[src/rtl/gpio_ctrl_if.sv]
// CPU peripheral bus bundle for gpio_ctrl: single-cycle strobe, registered read data.
interface gpio_bus_if #(
  parameter int N = 8
);
  logic         bus_sel;
  logic         bus_we;
  logic [3:0]   bus_adr;
  logic [N-1:0] bus_wdata;
  logic [N-1:0] bus_rdata;

  modport master (output bus_sel, bus_we, bus_adr, bus_wdata, input bus_rdata);
  modport slave  (input bus_sel, bus_we, bus_adr, bus_wdata, output bus_rdata);
endinterface

[src/rtl/gpio_ctrl.sv]
// Register-mapped pad_gpio bank controller: pad config, synchronised/debounced
// inputs, and sticky rise/fall interrupt status.
module gpio_ctrl #(
  parameter int N   = 8,
  parameter int DBW = 4
) (
  input  logic         clk,
  input  logic         rst_n,
  gpio_bus_if.slave    bus,
  output logic [N-1:0] pad_output_en,
  output logic [N-1:0] pad_output_val,
  output logic [N-1:0] pad_input_en,
  output logic [N-1:0] pad_pullup_en,
  output logic [N-1:0] pad_pulldown_en,
  output logic [N-1:0] pad_slew_limit_en,
  input  logic [N-1:0] pad_input_val,
  output logic         irq
);

  localparam logic [3:0] A_OUT      = 4'd0;
  localparam logic [3:0] A_OE       = 4'd1;
  localparam logic [3:0] A_IE       = 4'd2;
  localparam logic [3:0] A_PU       = 4'd3;
  localparam logic [3:0] A_PD       = 4'd4;
  localparam logic [3:0] A_SLEW     = 4'd5;
  localparam logic [3:0] A_IN       = 4'd6;
  localparam logic [3:0] A_RISE_EN  = 4'd7;
  localparam logic [3:0] A_FALL_EN  = 4'd8;
  localparam logic [3:0] A_IRQ_STAT = 4'd9;
  localparam logic [3:0] A_DEB_CFG  = 4'd10;
  localparam logic [3:0] A_OUT_SET  = 4'd11;
  localparam logic [3:0] A_OUT_CLR  = 4'd12;

  logic [N-1:0]   out_q, out_d, oe_q, oe_d, ie_q, ie_d;
  logic [N-1:0]   pu_q, pu_d, pd_q, pd_d, slew_q, slew_d;
  logic [N-1:0]   rise_en_q, rise_en_d, fall_en_q, fall_en_d;
  logic [N-1:0]   irq_stat_q, irq_stat_d;
  logic [DBW-1:0] deb_cfg_q, deb_cfg_d;
  logic [N-1:0]   rdata_q, rdata_d;

  logic [N-1:0]   sync1_q, sync1_d, s_q, s_d;
  logic [N-1:0]   f_q, f_d, f_dly_q, f_dly_d;
  logic [N-1:0][DBW-1:0] cnt_q, cnt_d;

  logic         wr_en, rd_en;
  logic [N-1:0] w1c, evt_set;

  assign wr_en = bus.bus_sel & bus.bus_we;
  assign rd_en = bus.bus_sel & ~bus.bus_we;

  // f_dly is the previous filtered value; edges are taken between f and f_dly.
  assign evt_set = ((f_q & ~f_dly_q) & rise_en_q) | ((~f_q & f_dly_q) & fall_en_q);
  assign w1c     = (wr_en && bus.bus_adr == A_IRQ_STAT) ? bus.bus_wdata : '0;

  always_comb begin
    out_d     = out_q;
    oe_d      = oe_q;
    ie_d      = ie_q;
    pu_d      = pu_q;
    pd_d      = pd_q;
    slew_d    = slew_q;
    rise_en_d = rise_en_q;
    fall_en_d = fall_en_q;
    deb_cfg_d = deb_cfg_q;
    rdata_d   = rdata_q;

    if (wr_en) begin
      case (bus.bus_adr)
        A_OUT:     out_d     = bus.bus_wdata;
        A_OE:      oe_d      = bus.bus_wdata;
        A_IE:      ie_d      = bus.bus_wdata;
        A_PU:      pu_d      = bus.bus_wdata;
        A_PD:      pd_d      = bus.bus_wdata;
        A_SLEW:    slew_d    = bus.bus_wdata;
        A_RISE_EN: rise_en_d = bus.bus_wdata;
        A_FALL_EN: fall_en_d = bus.bus_wdata;
        A_DEB_CFG: deb_cfg_d = bus.bus_wdata[DBW-1:0];
        A_OUT_SET: out_d     = out_q | bus.bus_wdata;
        A_OUT_CLR: out_d     = out_q & ~bus.bus_wdata;
        default:   ;
      endcase
    end

    // A new event outranks a simultaneous write-one-to-clear.
    irq_stat_d = (irq_stat_q & ~w1c) | evt_set;

    if (rd_en) begin
      case (bus.bus_adr)
        A_OUT:      rdata_d = out_q;
        A_OE:       rdata_d = oe_q;
        A_IE:       rdata_d = ie_q;
        A_PU:       rdata_d = pu_q;
        A_PD:       rdata_d = pd_q;
        A_SLEW:     rdata_d = slew_q;
        A_IN:       rdata_d = f_q;
        A_RISE_EN:  rdata_d = rise_en_q;
        A_FALL_EN:  rdata_d = fall_en_q;
        A_IRQ_STAT: rdata_d = irq_stat_q;
        A_DEB_CFG:  rdata_d = N'(deb_cfg_q);
        default:    rdata_d = '0;
      endcase
    end
  end

  always_comb begin
    sync1_d = pad_input_val & ie_q;
    s_d     = sync1_q & ie_q;
    f_dly_d = f_q & ie_q;
    f_d     = f_q;
    cnt_d   = cnt_q;
    for (int i = 0; i < N; i++) begin
      if (!ie_q[i]) begin
        f_d[i]   = 1'b0;
        cnt_d[i] = '0;
      end else if (s_q[i] == f_q[i]) begin
        cnt_d[i] = '0;
      end else if (({1'b0, cnt_q[i]} + (DBW+1)'(1)) >= {1'b0, deb_cfg_q}) begin
        f_d[i]   = s_q[i];
        cnt_d[i] = '0;
      end else begin
        cnt_d[i] = cnt_q[i] + DBW'(1);
      end
    end
  end

  always_ff @(posedge clk or negedge rst_n) begin
    if (!rst_n) begin
      out_q      <= '0;
      oe_q       <= '0;
      ie_q       <= '0;
      pu_q       <= '0;
      pd_q       <= '0;
      slew_q     <= '0;
      rise_en_q  <= '0;
      fall_en_q  <= '0;
      irq_stat_q <= '0;
      deb_cfg_q  <= '0;
      rdata_q    <= '0;
      sync1_q    <= '0;
      s_q        <= '0;
      f_q        <= '0;
      f_dly_q    <= '0;
      cnt_q      <= '0;
    end else begin
      out_q      <= out_d;
      oe_q       <= oe_d;
      ie_q       <= ie_d;
      pu_q       <= pu_d;
      pd_q       <= pd_d;
      slew_q     <= slew_d;
      rise_en_q  <= rise_en_d;
      fall_en_q  <= fall_en_d;
      irq_stat_q <= irq_stat_d;
      deb_cfg_q  <= deb_cfg_d;
      rdata_q    <= rdata_d;
      sync1_q    <= sync1_d;
      s_q        <= s_d;
      f_q        <= f_d;
      f_dly_q    <= f_dly_d;
      cnt_q      <= cnt_d;
    end
  end

  assign bus.bus_rdata      = rdata_q;
  assign pad_output_en      = oe_q;
  assign pad_output_val     = out_q;
  assign pad_input_en       = ie_q;
  assign pad_pullup_en      = pu_q;
  assign pad_pulldown_en    = pd_q & ~pu_q;
  assign pad_slew_limit_en  = slew_q;
  assign irq                = |irq_stat_q;

endmodule

[src/flat_wrapper.sv]
// flat-port wrapper written by rule: the top's interface ports become plain ports
module gpio_ctrl_flat 
#(
  parameter int N   = 8,
  parameter int DBW = 4
)
  (clk, rst_n, pad_output_en, pad_output_val, pad_input_en, pad_pullup_en, pad_pulldown_en, pad_slew_limit_en, pad_input_val, irq, bus_bus_sel, bus_bus_we, bus_bus_adr, bus_bus_wdata, bus_bus_rdata);
  gpio_bus_if #(.N(N)) bus_i ();
  input  logic clk;
  input  logic rst_n;
  output logic [N-1:0] pad_output_en;
  output logic [N-1:0] pad_output_val;
  output logic [N-1:0] pad_input_en;
  output logic [N-1:0] pad_pullup_en;
  output logic [N-1:0] pad_pulldown_en;
  output logic [N-1:0] pad_slew_limit_en;
  input  logic [N-1:0] pad_input_val;
  output logic irq;
  input wire logic [$bits(bus_i.bus_sel)-1:0] bus_bus_sel;
  input wire logic [$bits(bus_i.bus_we)-1:0] bus_bus_we;
  input wire logic [$bits(bus_i.bus_adr)-1:0] bus_bus_adr;
  input wire logic [$bits(bus_i.bus_wdata)-1:0] bus_bus_wdata;
  output wire logic [$bits(bus_i.bus_rdata)-1:0] bus_bus_rdata;
  assign bus_i.bus_sel = bus_bus_sel;
  assign bus_i.bus_we = bus_bus_we;
  assign bus_i.bus_adr = bus_bus_adr;
  assign bus_i.bus_wdata = bus_bus_wdata;
  assign bus_bus_rdata = bus_i.bus_rdata;
  gpio_ctrl #(.N(N), .DBW(DBW)) u_core (.clk(clk), .rst_n(rst_n), .bus(bus_i), .pad_output_en(pad_output_en), .pad_output_val(pad_output_val), .pad_input_en(pad_input_en), .pad_pullup_en(pad_pullup_en), .pad_pulldown_en(pad_pulldown_en), .pad_slew_limit_en(pad_slew_limit_en), .pad_input_val(pad_input_val), .irq(irq));
endmodule
[config.mk]
export PLATFORM = sky130hd
export DESIGN_NAME = gpio_ctrl_flat
export DESIGN_NICKNAME = d
export VERILOG_FILES = /design/src/rtl/gpio_ctrl_if.sv /design/src/rtl/gpio_ctrl.sv /design/src/flat_wrapper.sv
export SDC_FILE = /design/constraint.sdc
export NUM_CORES = 1
export LEC_CHECK = 0
export ABC_AREA = 1
export BUFFER_PORTS_ARGS = -buffer_cell sky130_fd_sc_hd__buf_2
export CAP_MARGIN = 5
export CORE_MARGIN = 2
export CORE_UTILIZATION = 43
export CTS_BUF_LIST = sky130_fd_sc_hd__clkbuf_4
export CTS_CLUSTER_SIZE = 14
export DETAILED_ROUTE_END_ITERATION = 8
export HOLD_SLACK_MARGIN = 0.12
export SLEW_MARGIN = 5
export SYNTH_ARGS = -nofsm -noshare
export SYNTH_HDL_FRONTEND = slang
export SYNTH_SLANG_ARGS = --single-unit
[constraint.sdc]
create_clock -name clk -period 2 [get_ports clk]
set_input_delay 0.4 -clock clk [delete_from_list [all_inputs] [get_ports clk]]
set_output_delay 0.4 -clock clk [all_outputs]
set_load 0.05 [all_outputs]
==> results.toml, run 1 <==
[drt]
vias_per_cell = 4.93
antenna_left = 0
drtIter0Drc = 357
routed_wirelength_um = 19400
wl_per_cell_um = 14.7
dr.pass1.iters = 5
vias = 6512
drc = 0

[clock_tree]
clk-insertion-delay-late_ns = 0.57
ctsRootBufferMaster = "clkbuf_4"
tritoncts = "built"
cts.sinks = 148
cts_htree_levels = 4
clk_path_buf_depth = 2
cts_inserted_buffers = 17
clk_pin_slew_worst_paths_ns = 0.13

[sta]
max_slew_margin_pct = 56.9
worst_slack_ns = -0.00365
setup_viol = 1
maxClockFrequency_mhz = 499
worst_slew_pin_slew_ns = 0.645
finClkSkew_ns = 0.0184
finalCritPeriodShare_pct = 100
rsz0062_at_grt = "yes"
finalHoldViolCount = 0
hold_ws_ns = 0.235
final-max-slew-violation-count = 0
post-route-min-period_ns = 2.00

[synth]
synthCells = 954
ys_ff_latch = 148
yosysSeqAreaShare_pct = 49.1
synthesis.area_mm2 = 0.00755
yosys.area.top_type = "dfrtp_1"
synth.area.top_cells = "dfrtp_1, nand2_1, nand3_1, ha_1, inv_1"
yosysWarnings = 0
syn-num-nets = 1018
synth.distinct_cells = 21
syn_avg_cell_area_um2 = 7.91
synth_top_area_share_pct = 49.1

[worst_setup_path]
path_max_fanout = 2
critPathRequiredTime_ns = 1.60
r2r_slack_ns = 0.21
crit_path_start_kind = "flip-flop"
crit_family = "simple AND/OR/NAND/NOR gates"
crit_slowest_cell = "dfrtp_1"
worstSetupPathType = "flip-flop to output pin"
reg2reg_depth = 10
end_kind = "output pin"
r2r_start = "u_core.cnt_q[24]"
path_buf_inv = 1
path_cells = "nor4_2 -> nand2_1 -> buf_6"
slowest_delay_ns = 0.41
cp.arrival_ns = 1.60
r2r_end = "u_core.f_q[6]"

[pwr]
leakagePower_uw = 0.00495
power_uw = 8040
p_per_area_mw_per_mm2 = 898
ir_worst_vdd_uv = 636

[placement]
dp_hpwl_um = 13900
dp_slack_ns = 0.219
placedCellCount = 1268
io_buffers = 80
gp_congestion = 0.839

[die]
core_mm2 = 0.0172
die_w_um = 136
pin_count = 81
placementRows = 48
initial_core_util_pct = 43.8
dieArea_mm2 = 0.0186
die_h_um = 136

[global_route]
grt.overflow.total = 0
grt_pass1_wl_um = 31400
grt_antenna_before_repair = 1
grt_max_degree = 50
grt_usage_pct = 21.9
grt_pass1_vias = 6125

[run]
drv_cap = 0

[cells_and_area]
regMostFlops = "u_core.cnt_q"
largest_register_ffs = 32
instances_no_fill = 1321
nNetsFinal = 1145
final_common_cell = "nand2_1"
post-route-util_pct = 51.9
area_growth_pct = 18.6
layout_common_cells = "nand2_1, dfrtp_1, nand3_1"
drive_gt1_share_pct = 14.4
fill_cells = 1652

[hold_path]
min_to = "u_core.bus.bus_rdata[6]"
holdPathStages = 5
hold_class = "input pin to flip-flop"
min_from = "bus_bus_we"

[run_status]
status = "finished with violations"
violations = "negative setup slack"
-- worst register-to-register path, cell delays in order (launching register included) --
cell,delay (ns)
dfrtp_1,0.46
ha_1,0.36
ha_1,0.29
o21ai_0,0.08
nand2_1,0.07
nand2_1,0.06
nand2_1,0.04
nand2_1,0.07
nand2_1,0.13
nand2_1,0.10
nand2_1,0.04
-- Yosys cell counts, drive strengths merged --
| master | instances |
|---|---|
| ha | 40 |
| xor2 | 16 |
| xnor2 | 8 |
| dfrtp | 148 |
| o21ai | 86 |
| nor2 | 103 |
| nor4 | 2 |
| nor3 | 1 |
| buf | 13 |
| inv | 119 |
| nand2 | 283 |
| clkbuf | 7 |
| nand3 | 120 |
| nand3b | 8 |
-- kinds of logic (layout without fill, tap and decap cells) --
logic type,Yosys count,in the layout,synth area share (%)
buffers and inverters,139,279,7.20
adders and majority gates,40,40,6.63
xor gates and xnor gates,24,24,2.79
DFF,148,148,49.1
and+or+nand+nor,517,517,28.6
other,0,2,0
AOI/OAI and AO/OA,86,86,5.75
-- how the worst max path moves through the flow --
stage	start	end	slack [ns]	depth (start not counted)
2_1_floorplan	u_core.pad_pullup_en[0]	pad_pulldown_en[0]	0.30	1
3_3_place_gp	u_core.deb_cfg_q[0]	u_core.f_q[4]	0.26	9
3_5_place_dp	u_core.deb_cfg_q[0]	u_core.f_q[2]	0.22	9
4_1_cts	u_core.irq_stat_q[7]	irq	-0.05	3
5_1_grt	u_core.irq_stat_q[7]	irq	-0.1	3
6_report	u_core.irq_stat_q[7]	irq	-0.004	3
-- report_power, final --
group          total (uW)  leakage [uW]  switching [uW]  internal (uW)
combinational        2050       0.00281            1510            540
sequential           3720       0.00196             381           3340
clock                2270      0.000175            1130           1140
total                8040       0.00495            3020           5020
-- metrics by stage --
| step | area, um^2 | TNS, ns |
|---|---|---|
| 5_1_grt | 8950 | -0.0984 |
| 3_3_place_gp | 8400 | 0 |
| 6_report | 8950 | -0.00365 |
| 2_1_floorplan | 7550 | 0 |
| 4_1_cts | 8940 | -0.0494 |
| 3_5_place_dp | 8400 | 0 |
-- layer usage --
layer	GRT usage (%)	vias to the layer above	share of wire (%)
met4	6.48	0	1.4
li1	-	3275	-
met3	3.91	21	4.0
met1	31.3	3092	48
met2	34.1	124	46
met5	0	-	0
-- repair_timing --
action	in CTS	in global routing
pin swaps	2	0
hold buffers	17	0
buffers inserted	2	0
cloned	0	0
resized for setup	3	2
setup endpoints to repair	1	3
endpoints found under the hold margin	164	0
-- cell type report --
cell class	instances	area [um^2]	area share [%]
well taps	225	282	3.15
clock inverters	13	208	2.32
clock buffers	19	143	1.59
flip-flops and latches	148	3710	41.4
diodes	2	5.00	0.0559
multi-input cells	667	3310	37.0
repair buffers	128	853	9.53
inverters	119	447	4.99
Note: power is estimated with default switching activity, not from simulation.
==> run 2, diff against run 1 <==
- CORE_ASPECT_RATIO: not set -> 0.8
==> results.toml, run 2 (same netlist as run 1, synthesis figures left out) <==
[run_status]
status = "finished with violations"
violations = "negative setup slack"

[drt]
drc = 0
routed_wirelength_um = 20000
vias = 6558
drtIter0Drc = 535
top_layer = "met4"
dr.pass1.iters = 5
met3WireLength_um = 1410
wl_met2_um = 8550
wirelength_met1_um = 9800
vias_per_cell = 4.98
antenna_left = 0
wl_per_cell_um = 15.2

[global_route]
grt_antenna_before_repair = 0
grt.overflow.total = 0
grt_pass1_wl_um = 32800
grt_usage_pct = 22.6
grt_pass1_vias = 6164
grt_max_degree = 51

[placement]
dp_slack_ns = 0.252
placedCellCount = 1264
dp_hpwl_um = 14400
io_buffers = 80
gp_congestion = 0.862

[pwr]
p_per_area_mw_per_mm2 = 852
leakagePower_uw = 0.00489
ir_worst_vdd_uv = 585

[worst_setup_path]
worstSetupPathType = "flip-flop to output pin"
end_kind = "output pin"
critPathRequiredTime_ns = 1.60
reg2reg_depth = 9
crit_slowest_cell = "dfrtp_1"
path_max_fanout = 2
slowest_delay_ns = 0.44
cp.arrival_ns = 1.62
crit_path_start_kind = "flip-flop"
path_cells = "nor4_2 -> nand2_1 -> buf_6"

[die]
initial_core_util_pct = 43.7
die_w_um = 152
die_h_um = 122
dieArea_mm2 = 0.0186
core_mm2 = 0.0173
placementRows = 43
pin_count = 81

[sta]
post-route-min-period_ns = 2.02
setup_viol = 1
max_slew_margin_pct = 64.1
worst_slack_ns = -0.0198
hold_ws_ns = 0.223
finalHoldViolCount = 0
maxClockFrequency_mhz = 495
finalCritPeriodShare_pct = 101
rsz0062_at_grt = "yes"
finClkSkew_ns = 0.0196
worst_slew_pin_slew_ns = 0.538
final-max-slew-violation-count = 0

[clock_tree]
tritoncts = "built"
ctsRootBufferMaster = "clkbuf_4"
clk-insertion-delay-late_ns = 0.58
clk_pin_slew_worst_paths_ns = 0.14
cts_htree_levels = 4
cts_inserted_buffers = 17
clk_path_buf_depth = 2
cts.sinks = 148

[hold_path]
holdPathStages = 5
hold_class = "input pin to flip-flop"

[cells_and_area]
drive_gt1_share_pct = 13.8
largest_register_ffs = 32
antennaDiodeCount = 0
nNetsFinal = 1142
regMostFlops = "u_core.cnt_q"
final_common_cell = "nand2_1"
layout_common_cells = "nand2_1, dfrtp_1, nand3_1"
instances_no_fill = 1316
area_growth_pct = 17.0

[run]
drv_cap = 0
==> run 2: changes by cell type in the layout (fill, tap and decap cells not counted), sizes merged <==
cell	previous run	this run
clkbuf	19	17
clkinvlp	4	2
clkinv	4	6
diode	2	0
inv	119	126
buf	111	108
bufinv	5	0
==> run 2: timing repair <==
action / in CTS / in global routing
endpoints found under the setup margin: 1 / 1
pin swaps: 2 / 0
hold buffers: 17 / 0
buffers inserted: 3 / 0
gates resized for setup: 4 / 0
hold endpoints to repair: 61 / 0
cloned: 0 / 0
==> run 2: critical path, delay by kind of cell (launching register included) <==
kind | cells | cell delay [ns]
buffers and inverters | 1 | 0.18
and+or+nand+nor | 2 | 0.41
DFF | 1 | 0.44
==> run 2: final timing paths <==
path | startpoint | end | slack, ns
setup / recovery | u_core.irq_stat_q[1] | irq | -0.02
hold / removal | bus_bus_we | u_core.bus.bus_rdata[1] | 0.22
setup reg to reg | u_core.deb_cfg_q[0] | u_core.f_q[2] | 0.24
hold reg to reg | u_core.sync1_q[1] | u_core.s_q[1] | 0.44
max in group asynchronous | rst_n | u_core.cnt_q[20] | 1.05
min in group asynchronous | rst_n | u_core.cnt_q[12] | 0.35
==> run 2: metrics by stage <==
step                total power (uW)  setup TNS, ns  area [um^2]  utilization [%]
floorplan                       5090              0         7550                -
global placement                5780              0         8370             48.4
detailed placement              5810              0         8370             48.4
CTS                             7590        -0.0678         8830             51.1
global route                    7970        -0.0991         8830             51.1
finish                          7520        -0.0198         8830             51.1
==> run 2: area by class of cell <==
cell class	instances	area, um^2
sequential	148	3700
fill	1711	8440
multi-input combinational	667	3310
timing repair buffer	125	831
clock inverter	15	121
inverter	119	447
clock buffer	17	128
tap	225	282
==> run 2: layer usage <==
metal / track usage, % / vias to the layer above
li1: - / 3280
met1: 32.5 / 3080
met2: 33.8 / 179
met3: 6.39 / 19
met4: 6.13 / 0
met5: 0 / -
==> run 2: power breakdown <==
part	switching, uW	internal, uW
clock network	1210	520
logic	1530	540
registers	381	3340
total	3120	4400
